==> src/rtl/regfile_wb_arbiter.sv <==
// regfile_wb_arbiter: dual-lane retire FIFO feeding one regfile write port.
// Optional WB_FWD_EN adds two combinational lookup ports over queued writes.
module regfile_wb_arbiter #(
  parameter int ADDR_WIDTH = 5,
  parameter int DATA_WIDTH = 32,
  parameter int DEPTH      = 4
) (
  input  logic                         clk,
  input  logic                         rst_n,
  input  logic                         a_valid,
  input  logic [ADDR_WIDTH-1:0]        a_addr,
  input  logic [DATA_WIDTH-1:0]        a_data,
  input  logic                         b_valid,
  input  logic [ADDR_WIDTH-1:0]        b_addr,
  input  logic [DATA_WIDTH-1:0]        b_data,
  output logic                         in_ready,
  output logic                         wb_we,
  output logic [ADDR_WIDTH-1:0]        wb_addr,
  output logic [DATA_WIDTH-1:0]        wb_data,
  output logic [$clog2(DEPTH+1)-1:0]   pending_cnt
`ifdef WB_FWD_EN
  ,
  input  logic [ADDR_WIDTH-1:0]        fwd_addr0,
  input  logic [ADDR_WIDTH-1:0]        fwd_addr1,
  output logic                         fwd_hit0,
  output logic                         fwd_hit1,
  output logic [DATA_WIDTH-1:0]        fwd_data0,
  output logic [DATA_WIDTH-1:0]        fwd_data1
`endif
);

  localparam int PW = $clog2(DEPTH);
  localparam int CW = $clog2(DEPTH+1);

  logic [CW-1:0]         count;
  logic [PW-1:0]         rd_ptr;
  logic [PW-1:0]         wr_ptr;
  logic [PW-1:0]         b_slot;
  logic [ADDR_WIDTH-1:0] mem_addr [DEPTH];
  logic [DATA_WIDTH-1:0] mem_data [DEPTH];
  logic                  a_push;
  logic                  b_push;
  logic                  pop;
  logic [1:0]            n_push;

  // Two free slots are always kept when accepting, so a pair never overflows.
  assign in_ready = (count <= CW'(DEPTH-2));

  // Lane A is dropped when B targets the same register (younger wins).
  assign a_push = in_ready && a_valid
               && (a_addr != '0)
               && !(b_valid && (b_addr == a_addr));
  assign b_push = in_ready && b_valid && (b_addr != '0);

  assign pop    = (count != '0);
  assign n_push = {1'b0, a_push} + {1'b0, b_push};
  assign b_slot = wr_ptr + PW'(a_push);

  assign pending_cnt = count;

  // Entry storage: A lands first, B directly behind it.
  always_ff @(posedge clk) begin
    if (a_push) begin
      mem_addr[wr_ptr] <= a_addr;
      mem_data[wr_ptr] <= a_data;
    end
    if (b_push) begin
      mem_addr[b_slot] <= b_addr;
      mem_data[b_slot] <= b_data;
    end
  end

  // Pointers, occupancy and the registered write port.
  always_ff @(posedge clk or negedge rst_n) begin
    if (!rst_n) begin
      count   <= '0;
      rd_ptr  <= '0;
      wr_ptr  <= '0;
      wb_we   <= 1'b0;
      wb_addr <= '0;
      wb_data <= '0;
    end else begin
      count  <= count + CW'(n_push) - CW'(pop);
      wr_ptr <= wr_ptr + PW'(n_push);
      rd_ptr <= rd_ptr + PW'(pop);
      wb_we  <= pop;
      if (pop) begin
        wb_addr <= mem_addr[rd_ptr];
        wb_data <= mem_data[rd_ptr];
      end
    end
  end

`ifdef WB_FWD_EN
  logic [ADDR_WIDTH-1:0] lk_addr [2];

  assign lk_addr[0] = fwd_addr0;
  assign lk_addr[1] = fwd_addr1;

  for (genvar p = 0; p < 2; p++) begin : g_fwd
    logic                  hit;
    logic [DATA_WIDTH-1:0] data;

    // Output stage first, then FIFO oldest to youngest so younger overrides.
    always_comb begin
      hit  = 1'b0;
      data = '0;
      if (lk_addr[p] != '0) begin
        if (wb_we && (wb_addr == lk_addr[p])) begin
          hit  = 1'b1;
          data = wb_data;
        end
        for (int i = 0; i < DEPTH; i++) begin
          if ((CW'(i) < count)
              && (mem_addr[rd_ptr + PW'(i)] == lk_addr[p])) begin
            hit  = 1'b1;
            data = mem_data[rd_ptr + PW'(i)];
          end
        end
      end
    end
  end

  assign fwd_hit0  = g_fwd[0].hit;
  assign fwd_hit1  = g_fwd[1].hit;
  assign fwd_data0 = g_fwd[0].data;
  assign fwd_data1 = g_fwd[1].data;
`endif

endmodule

==> config.mk <==
export PLATFORM = sky130hd
export DESIGN_NAME = regfile_wb_arbiter
export DESIGN_NICKNAME = d
export VERILOG_FILES = /design/src/rtl/regfile_wb_arbiter.sv
export SDC_FILE = /design/constraint.sdc
export NUM_CORES = 1
export LEC_CHECK = 0
export CORE_ASPECT_RATIO = 0.7
export CORE_MARGIN = 2
export CORE_UTILIZATION = 45
export CTS_BUF_LIST = sky130_fd_sc_hd__clkbuf_4
export CTS_CLUSTER_DIAMETER = 100
export DETAILED_ROUTE_END_ITERATION = 10
export PLACE_DENSITY_LB_ADDON = 0.12
export SETUP_SLACK_MARGIN = 0.05
export SLEW_MARGIN = 40
export SYNTH_ARGS = -nofsm -noshare
export SYNTH_HDL_FRONTEND = slang
export SYNTH_SLANG_ARGS = --single-unit
==> constraint.sdc <==
create_clock -name clk -period 6.3 [get_ports clk]
set_input_delay 0.945 -clock clk [delete_from_list [all_inputs] [get_ports clk]]
set_output_delay 0.945 -clock clk [all_outputs]
set_load 0.02 [all_outputs]
==> results of run 1 <==
## cell usage after synthesis, types with 2 or more instances
master	n
sky130_fd_sc_hd__nor3_1	4
sky130_fd_sc_hd__dfrtp_1	45
sky130_fd_sc_hd__mux2_2	166
sky130_fd_sc_hd__inv_1	7
sky130_fd_sc_hd__nand2_1	2
sky130_fd_sc_hd__or4_1	2
sky130_fd_sc_hd__clkbuf_1	10
sky130_fd_sc_hd__ha_1	7
sky130_fd_sc_hd__and3_1	2
sky130_fd_sc_hd__xnor2_1	6
sky130_fd_sc_hd__buf_2	16
sky130_fd_sc_hd__buf_6	3
sky130_fd_sc_hd__edfxtp_1	148
sky130_fd_sc_hd__o21bai_1	3
sky130_fd_sc_hd__mux2_4	19
sky130_fd_sc_hd__xor2_1	6
sky130_fd_sc_hd__mux4_2	37
## sequential cells by signal, summed over array words and instances (netlist names)
name	flops
pending_cnt	3
wb_we	1
wb_addr	5
rd_ptr	2
wr_ptr	2
wb_data	32
mem_data	128
mem_addr	20
## cells by family (layout without fill, tap and decap cells)
family / count (synthesis) / after routing / synth area share
AOI/OAI and AO/OA: 7 / 7 / 0.00617
other: 0 / 2 / 0
DFF: 193 / 193 / 0.611
adders and majority gates: 8 / 8 / 0.0118
and+or+nand+nor: 18 / 18 / 0.0126
xor gates and xnor gates: 12 / 12 / 0.0115
muxes: 222 / 222 / 0.327
buffers and inverters: 37 / 172 / 0.0199
## per-stage QoR
step	std cells	instance area (um2)	hold slack [ns]	power [mW]	utilization
final	904	11000	0.469	4.79	0.554
after global routing	904	11000	0.485	5.06	0.554
after CTS	902	11000	0.455	4.85	0.554
after detailed placement	870	10700	0.492	4.10	0.538
after global placement	868	10600	0.486	4.05	0.536
after floorplan	497	9120	0.473	3.37	-
## per-layer routing
metal | global-route usage | vias up | part of all wire
met4 | 0.0599 | 0 | 0.012
li1 | - | 2218 | -
met3 | 0.0427 | 18 | 0.058
met2 | 0.310 | 141 | 0.46
met1 | 0.274 | 2544 | 0.47
met5 | 0 | - | 0
## worst max-delay path, cell delays in order
cell and delay [ns]:
sky130_fd_sc_hd__clkdlybuf4s50_1 0.51, sky130_fd_sc_hd__xor2_1 0.21, sky130_fd_sc_hd__nor4_1 0.28, sky130_fd_sc_hd__and3_1 0.47, sky130_fd_sc_hd__nor3_1 0.17, sky130_fd_sc_hd__ha_1 0.25, sky130_fd_sc_hd__xnor2_1 0.25, sky130_fd_sc_hd__and3_4 0.40
sky130_fd_sc_hd__o21bai_4 0.38, sky130_fd_sc_hd__buf_4 0.40
## report_power, final
part	internal (mW)	switching, mW
registers	1.86	0.235
clock network	0.318	0.436
logic	1.04	0.899
total	3.22	1.57
## worst paths after layout
path                           startpoint        endpoint  slack, ns  depth (start not counted)
min in group clk              wb_data[22]     wb_data[22]       0.52                          1
max                             a_addr[3]  mem_data[1][0]       2.23                         10
min reg2reg                   wb_data[22]     wb_data[22]       0.52                          1
max in group asynchronous           rst_n       rd_ptr[1]       5.32                          2
min                                 rst_n      wb_addr[2]       0.47                          2
max reg2reg                pending_cnt[1]  mem_data[1][0]       2.90                          8
## layout make-up
class | count | area (um2)
Clock buffer | 18 | 135
Antenna cell | 2 | 5.00
Sequential cell | 193 | 5580
Multi-Input combinational cell | 267 | 3440
Timing Repair Buffer | 132 | 1290
Fill cell | 1562 | 8850
Inverter | 8 | 30.0
Clock inverter | 14 | 188
Tap cell | 270 | 338
==> metrics list, run 1 <==
- Synthesized flop and latch total: 193
- Initial DRC Count: 334
- I/O pins: 120
- Antenna violations before repair: 1
* Total Wirelength: 19800 um
- Data required time at the worst endpoint: 6.57 ns
- Final clock skew: 0.0176 ns
- When the netlist entered floorplanning its net count stood at 583.
* Dominant synthesized flop cell: sky130_fd_sc_hd__edfxtp_1
- Number of core rows: 43
- For the pin with the worst max-slew slack, the measured transition is 0.796 ns.
* # hold bufs at CTS: 0
- Dpl hpwl: 12100 um
* Global-route wire length before repair: 30800 um
* Number of global-route vias before repair: 5275
* Most used cells in the layout excluding fill and tap cells: sky130_fd_sc_hd__mux2_2, sky130_fd_sc_hd__edfxtp_1, sky130_fd_sc_hd__clkdlybuf4s50_1
* Share of post-route cells with drive strength above 1: 0.443
- In this run the power density over the cells is 435 nW/um2.
* Fin worst setup slack: 2.23 ns
* DR vias: 4921
* Normalized max-slew margin: 0.468
* Crit path capture type: flop
- Counting every instance in the synthesized netlist gives 497.
* Die X-Extent: 174 um
- Unique masters post-synth: 31
* Congestion Overflow GR: 0
* Global-route usage over all layers: 0.196
- In this run the remaining antenna-violating nets after routing total 0.
- In the post-synthesis netlist, the biggest area contributors are sky130_fd_sc_hd__edfxtp_1, sky130_fd_sc_hd__mux2_2, sky130_fd_sc_hd__dfrtp_1, sky130_fd_sc_hd__mux4_2, sky130_fd_sc_hd__mux2_4.
- During placement, the flow inserted port buffers numbering 119.
- DR pass1 iterations: 6
- Count of flip-flops with a built-in enable after synthesis: 148
- Using the TritonRoute via totals, the vias-per-cell ratio works out to 5.44.
- Critical path start-end classification: primary input to flop
- Initial Util: 0.460
* Portion of the post-synthesis area used by sequential elements: 0.611
- The clock reaches the later pin of the worst-skew pair after 0.58 ns.
- The share of synthesized area in the top cell type comes to 0.487.
* CTS H-tree depth: 4
- Leaving out fill and tap cells, the most frequent cell in the layout is sky130_fd_sc_hd__mux2_2.
- Maximum ir drop on the vdd rail: 0.000246 V
- In this run the worst path has a maximum fanout of 20.
- Of the available clock period, the critical path in the final layout requires 0.646.
- Across the run, the number of max-cap violations was 0.
- DIE HEIGHT: 123 um
* Final slew viol count: 0
* Class of the worst hold path: primary input to async pin
- Data arrives at the worst endpoint at 4.34 ns.
- Post-synth design cell area: 9120 um2
- CTS clock-pin slew for the worst setup and hold paths: 0.16 ns
- Max Fclk: 246 MHz
* Resized Gates After CTS: 0
- The Yosys step of the flow raised 0 warnings.
* Clock tree from TritonCTS: done
- Finish-stage setup viols: 0
* Post-place setup slack: 1.64 ns
- Root cell of the clock tree: sky130_fd_sc_hd__clkbuf_4
- Outcome: completed
- The number of clock buffers added by TritonCTS is 17.
* DRC: 0
- Wire length per cell: 21.9 um
- Total count of hold-check failures in the final report: 0
* Startpoint types: primary input
- RSZ-0062 raised after global routing: false
- Sum of negative setup slack: 0 ns
- Counting every sink on the clock net gives 193.
- Entering global routing, the biggest net connects 46 pins.
- Of all cell types, the one taking the most synthesized area is sky130_fd_sc_hd__edfxtp_1.
- At the end of routability-driven placement, the weighted congestion stood at 0.761.
* Die Area: 21400 um2
- P&R area growth vs syn: 20.6%
* Leakage component of the power: 3.76 nW
- Core area: 19900 um2
- Net count of the finished layout: 705
- The smallest clock period supported by the final layout is computed as 4.07 ns.
* Clock buffer depth: 2
* Buffers inserted during post-CTS setup optimization: 0
* Average cell area after synthesis: 18.4 um2
* Proportion of synthesized flip-flops having asynchronous set or reset: 0.233
Note: power is estimated with default switching activity, not from simulation.
==> run 2, diff against run 1 <==
- clock period: 6.3 -> 4.1 ns (I/O delays scaled with it)
==> metrics list, run 2 (synthesis gave the netlist of run 1 again) <==
- Outcome: completed
- CTS saw 193 sinks.
* P&R area growth vs syn: 21.8%
- CTS clock-pin slew for the worst setup and hold paths: 0.18 ns
- Worst path cell trace: clkdlybuf4s50_1, or4_1, nor2_1, nor3_1, ha_1, nor3_2, buf_12, o21bai_4, buf_4
* Root cell of the clock tree: sky130_fd_sc_hd__clkbuf_4
* Worst path buffer plus inverter count: 3
- Total Wirelength: 20500 um
- In this design, the stage delay of the slowest critical-path cell is 0.61 ns.
- In this run the remaining antenna-violating nets after routing total 0.
- The floorplan has 43 rows.
- Wire length per cell: 22.4 um
- Commonest non-fill, non-tap cell in the layout: sky130_fd_sc_hd__mux2_2
- Final clock skew: 0.0234 ns
- After detailed routing, the number of vias per cell comes to 5.45.
- At the worst endpoint, the required time is 4.37 ns.
* DIE HEIGHT: 123 um
- The number of antenna diodes in the final layout is 0.
* Max reg flops: 128
- Final Util: 0.560
- The number of antenna violations at the first check in global routing came to 1.
* # hold bufs at CTS: 0
- Worst Path Max Fanout: 24
* Number of global-route vias before repair: 5438
- Critical path start-end classification: primary input to flop
- For this run, design rule violations remaining after detail routing come to 0.
- Fin worst setup slack: 0.792 ns
* Insertion delay to the later sink of the worst-skew pair: 0.56 ns
- In this run the post-CTS setup repair buffer count came out at 0.
* Total count of hold-check failures in the final report: 0
- TritonCTS built the clock tree.
* Minimum hold slack: 0.0448 ns
- I/O pins: 120
- Global-route wire length before repair: 32000 um
- VDD sags by at most 0.000347 V.
- At the pin with the least slew margin, the transition time is 0.748 ns.
* Leakage component of the power: 3.82 nW
* Clock buffer depth: 2
- DR vias: 4978
- Endpoint arrival time on the critical path: 3.58 ns
- Crit path capture type: flop
- For this run, the total global-route usage over all layers was measured as 0.202.
- Class of the worst hold path: primary input to async pin
- Share of post-route cells with drive strength above 1: 0.454
- Post-place setup slack: 0.219 ns
- Sum of negative setup slack: 0 ns
- After the first detailed-routing iteration, the DRC count stood at 268.
- CTS H-tree depth: 4
- Dpl hpwl: 13000 um
- Setup violations remaining at the end of the flow were counted as 0.
- The smallest clock period supported by the final layout is computed as 3.31 ns.
- The initial utilization of the core area, before any placement, comes to 0.460.
- After global routing the overflow that remains totals 0.
- Startpoint types: primary input
- Net count of the finished layout: 716
* Max Fclk: 302 MHz
* Final slew viol count: 0
* Most used cells in the layout excluding fill and tap cells: sky130_fd_sc_hd__mux2_2, sky130_fd_sc_hd__edfxtp_1, sky130_fd_sc_hd__clkdlybuf4s50_1
- Die Area: 21400 um2
- RSZ-0062 raised after global routing: false
* Number of buffers added by the clock tree synthesis step: 17
* Worst path slowest cell: sky130_fd_sc_hd__or4_1
- Share of the clock period used by the worst path: 0.807
- Max-cap violations in this run came to 0.
* Crit path max-delay family: simple AND/OR/NAND/NOR gates
- The total area inside the core boundary comes to 19900 um2.
* Die X-Extent: 174 um
* Register with the highest flop count: mem_data
* Maximum number of pins on one net before global-route repair: 39
- Placer's final routability congestion estimate: 0.815
- Power Dens Cells: 655 nW/um2
* Top Registers: mem_data x128, wb_data x32, mem_addr x20
* Normalized max-slew margin: 0.501
- Number of buffer cells added on primary ports: 119
- DR pass1 iterations: 4
* Resized Gates After CTS: 0
run 2: cell types whose count changed in the layout (fill, tap and decap cells not counted):
cell | previous run | this run
sky130_fd_sc_hd__buf_12 | 0 | 9
sky130_fd_sc_hd__buf_4 | 11 | 15
sky130_fd_sc_hd__buf_6 | 2 | 0
sky130_fd_sc_hd__bufinv_16 | 4 | 0
sky130_fd_sc_hd__clkbuf_4 | 18 | 17
sky130_fd_sc_hd__clkinv_1 | 2 | 1
sky130_fd_sc_hd__clkinv_2 | 2 | 1
sky130_fd_sc_hd__clkinv_4 | 1 | 5
sky130_fd_sc_hd__clkinv_8 | 0 | 1
sky130_fd_sc_hd__clkinvlp_4 | 4 | 2
sky130_fd_sc_hd__diode_2 | 2 | 0
sky130_fd_sc_hd__inv_6 | 0 | 5
sky130_fd_sc_hd__inv_8 | 1 | 0
run 2: layout make-up:
cell class | count | area [um2]
Clock buffer | 17 | 128
Timing Repair Buffer | 143 | 1480
Tap cell | 270 | 338
Inverter | 8 | 30.0
Multi-Input combinational cell | 267 | 3440
Sequential cell | 193 | 5580
Clock inverter | 15 | 128
Fill cell | 1540 | 8740
run 2: metrics by stage:
stage          total power, mW  instance area [um2]  cells
2_1_floorplan             5.17                 9130    497
3_3_place_gp              6.37                10900    881
3_5_place_dp              6.43                10900    881
4_1_cts                   7.39                11100    913
5_1_grt                   7.70                11100    913
6_report                  7.29                11100    913
run 2: worst paths after layout:
path	startpoint	endpoint	slack, ns	cells past startpoint
max	a_addr[3]	mem_data[2][0]	0.79	9
min	rst_n	wb_data[7]	0.04	1
max reg2reg	pending_cnt[1]	mem_data[2][0]	1.44	8
min reg2reg	wb_data[24]	wb_data[24]	0.53	1
max in group asynchronous	rst_n	wb_addr[1]	3.19	2
min in group clk	wb_data[24]	wb_data[24]	0.53	1
run 2: power by group:
| group | total, mW | switching [mW] | internal, mW |
|---|---|---|---|
| clock network | 0.957 | 0.701 | 0.257 |
| logic | 3.09 | 1.39 | 1.70 |
| registers | 3.24 | 0.382 | 2.86 |
| total | 7.29 | 2.47 | 4.81 |
run 2: routing by layer:
metal  part of all wire  up-vias  GRT usage
met3              0.049       25     0.0492
met2               0.46      142      0.320
met1               0.47     2557      0.281
met4              0.016        2     0.0588
met5            0.00054        -          0
li1                   -     2252          -
==> run 3, diff against run 2 <==
- clock period: 4.1 -> 2.7 ns (I/O delays scaled with it)
==> metrics list, run 3 (synthesis gave the netlist of run 1 again) <==
- The flow ran to the end, and the final reports show no timing, DRC or antenna violations.
- Wires add up to 21200 um.
- Entering global routing, the biggest net connects 38 pins.
* Core area: 19900 um2
- R2r endpoint: mem_addr[1][3]
* Initial Util: 0.460
- The number of antenna violations at the first check in global routing was 2.
- Final clock skew: 0.0275 ns
- DRC: 0
- Clock-pin slew was measured on the worst setup and hold paths at 0.16 ns.
- Post-place setup slack: -0.643 ns
* Final cell area excluding filler cells: 11600 um2
- During placement, the flow inserted port buffers numbering 119.
- In the final layout, flip-flops and latches occupy 5570 um2.
- Antenna cell count: 0
* Global-route wire length before repair: 32100 um
- Maximum ir drop on the vdd rail: 0.000538 V
* Launching point of the worst reg2reg path: pending_cnt[0]
- The clock period could shrink to 2.61 ns.
- Leaving out filler cells and counting taps, the final layout contains 947.
- In the final timing run, aggregate negative setup slack is 0 ns.
- The via count of the first global-routing pass is 5562.
- DR vias: 5140
- Normalized max-slew margin: 0.562
* Initial DRC Count: 274
- Top Registers: mem_data x128, wb_data x32, mem_addr x20
- Share of the clock period used by the worst path: 0.966
- Insertion delay to the later sink of the worst-skew pair: 0.58 ns
- The floorplan step defined a die boundary enclosing 21400 um2.
* Root cell of the clock tree: sky130_fd_sc_hd__clkbuf_4
* Congestion Overflow GR: 0
- Met3 track demand over resource in global routing: 0.0464
* Power Dens Cells: 1000 nW/um2
* Cell area after placement: 11200 um2
- The floorplan step set the die height to 123 um.
* Share of post-route cells with drive strength above 1: 0.495
- Most used cells in the layout excluding fill and tap cells: sky130_fd_sc_hd__mux2_2, sky130_fd_sc_hd__edfxtp_1, sky130_fd_sc_hd__clkdlybuf4s50_1
* Leakage component of the power: 4.10 nW
- Relative to the synthesized area, the layout overhead comes to 27.0%.
* Max Fclk: 384 MHz
- Fill cells in the final layout number 1496.
- Area taken by multi-input logic gates: 3510 um2
- STA puts the critical path data arrival time at 2.93 ns.
- In this run the most used layer during global routing was met2.
- The register with the most flip-flops in the layout has 128 of them.
* Startpoint types: primary input
* Register with the highest flop count: mem_data
- For the pin with the worst max-slew slack, the measured transition is 0.657 ns.
* Worst Path Max Fanout: 13
- Pin placement for this block handled 120 I/O pins.
- CTS built an H-tree with a depth of 4.
- Number of buffers added by the clock tree synthesis step: 17
- For this run, global-route usage on met2 was measured as 0.353.
- Die X-Extent: 174 um
- Final slew viol count: 0
- Worst Setup SP: a_addr[1]
- The tightest min-delay check is of the primary input to async pin type.
* Critical path start-end classification: primary input to flop
- Measured on the finished design, the core utilization comes to 0.584.
- Dpl hpwl: 13700 um
- Routability-driven placement finished with a final weighted congestion of 0.745.
- Reg2Reg Setup Slack: 0.15 ns
* Max-cap check violation count: 0
- The count of nets left with antenna violations once routing finished came out at 0.
* Commonest non-fill, non-tap cell in the layout: sky130_fd_sc_hd__mux2_2
* Finish-stage setup viols: 0
- PnR Total Power: 11.6 mW
* Total count of hold-check failures in the final report: 0
- Setup repair after global routing left no endpoint under its margin.
- Clock sink count: 193
* Per-cell via count in the routed design: 5.43
- Data required time at the worst endpoint: 3.02 ns
- Clock tree from TritonCTS: done
* Minimum hold slack: 0.250 ns
- After detailed routing, the average wire length per cell comes to 22.4 um.
- Fraction of met1 tracks used by global routing: 0.269
* Number of core rows: 43
- Global-route usage over all layers: 0.206
* Worst path cell trace: clkdlybuf4s50_1, or4_4, nor2_4, nor3_2, ha_2, xnor2_2, and3_4, buf_12, mux2_2
* Cells on worst reg2reg path: 8
* Worst path slowest cell: sky130_fd_sc_hd__clkdlybuf4s50_1
* Slowest cell delay on critical path: 0.52 ns
- No sink is reached through more buffers than the 2 on the longest clock path.
- DR pass1 iterations: 6
* Net count of the finished layout: 750
- Crit path capture type: flop
- The number of placed instances, taps included, is 909.
- Across all setup checks in the final design, the least slack found is 0.0928 ns.
-- run 3: changes by cell type in the layout (fill, tap and decap cells not counted), sizes merged --
cell	delta
buf	+33
clkdlybuf4s50	-6
dlymetal6s2s	+4
clkbuf	+3
bufinv	+2
clkinv	-2
dlygate4sd2	+2
inv	-2
clkinvlp	-1
dlygate4sd3	+1
-- run 3: where the power goes --
group	leakage, nW	switching (mW)	total, mW	internal [mW]
logic	2.07	2.39	5.25	2.86
clock network	0.155	1.01	1.59	0.588
registers	1.87	0.437	4.78	4.34
-- run 3: cell type report --
cell class | count | area share
Sequential cell | 193 | 0.481
Multi-Input combinational cell | 267 | 0.303
Timing Repair Buffer | 177 | 0.160
Tap cell | 270 | 0.0292
Clock buffer | 20 | 0.0130
Clock inverter | 12 | 0.0113
Inverter | 8 | 0.00259
-- run 3: what timing repair did --
item,CTS,global route
pin swaps,1,7
setup endpoints to repair,27,256
setup buffers,0,5
gates resized for setup,3,11
hold endpoints to repair,10,0
hold buffers,1,0
-- run 3: worst max path at each step --
stage          slack (ns)        endpoint
3_3_place_gp        -0.58  pending_cnt[2]
3_5_place_dp        -0.64  pending_cnt[2]
6_report             0.09  mem_addr[1][3]
2_1_floorplan       -0.12  mem_addr[0][0]
4_1_cts              0.03  mem_addr[1][3]
5_1_grt              0.03  mem_addr[1][3]
-- run 3: critical path: cells and delay by family --
kind,cells,cell delay (ns)
xor gates and xnor gates,1,0.22
adders and majority gates,1,0.21
buffers and inverters,2,0.70
muxes,1,0.34
and+or+nand+nor,4,1.04
-- run 3: layer usage --
metal  part of all wire  wire length [um]  up-vias
li1                   -                 -     2313
met1               0.45              9470     2673
met2               0.50             10500      134
met3              0.047               989       16
met4             0.0079               168        4
met5             0.0012                25        -
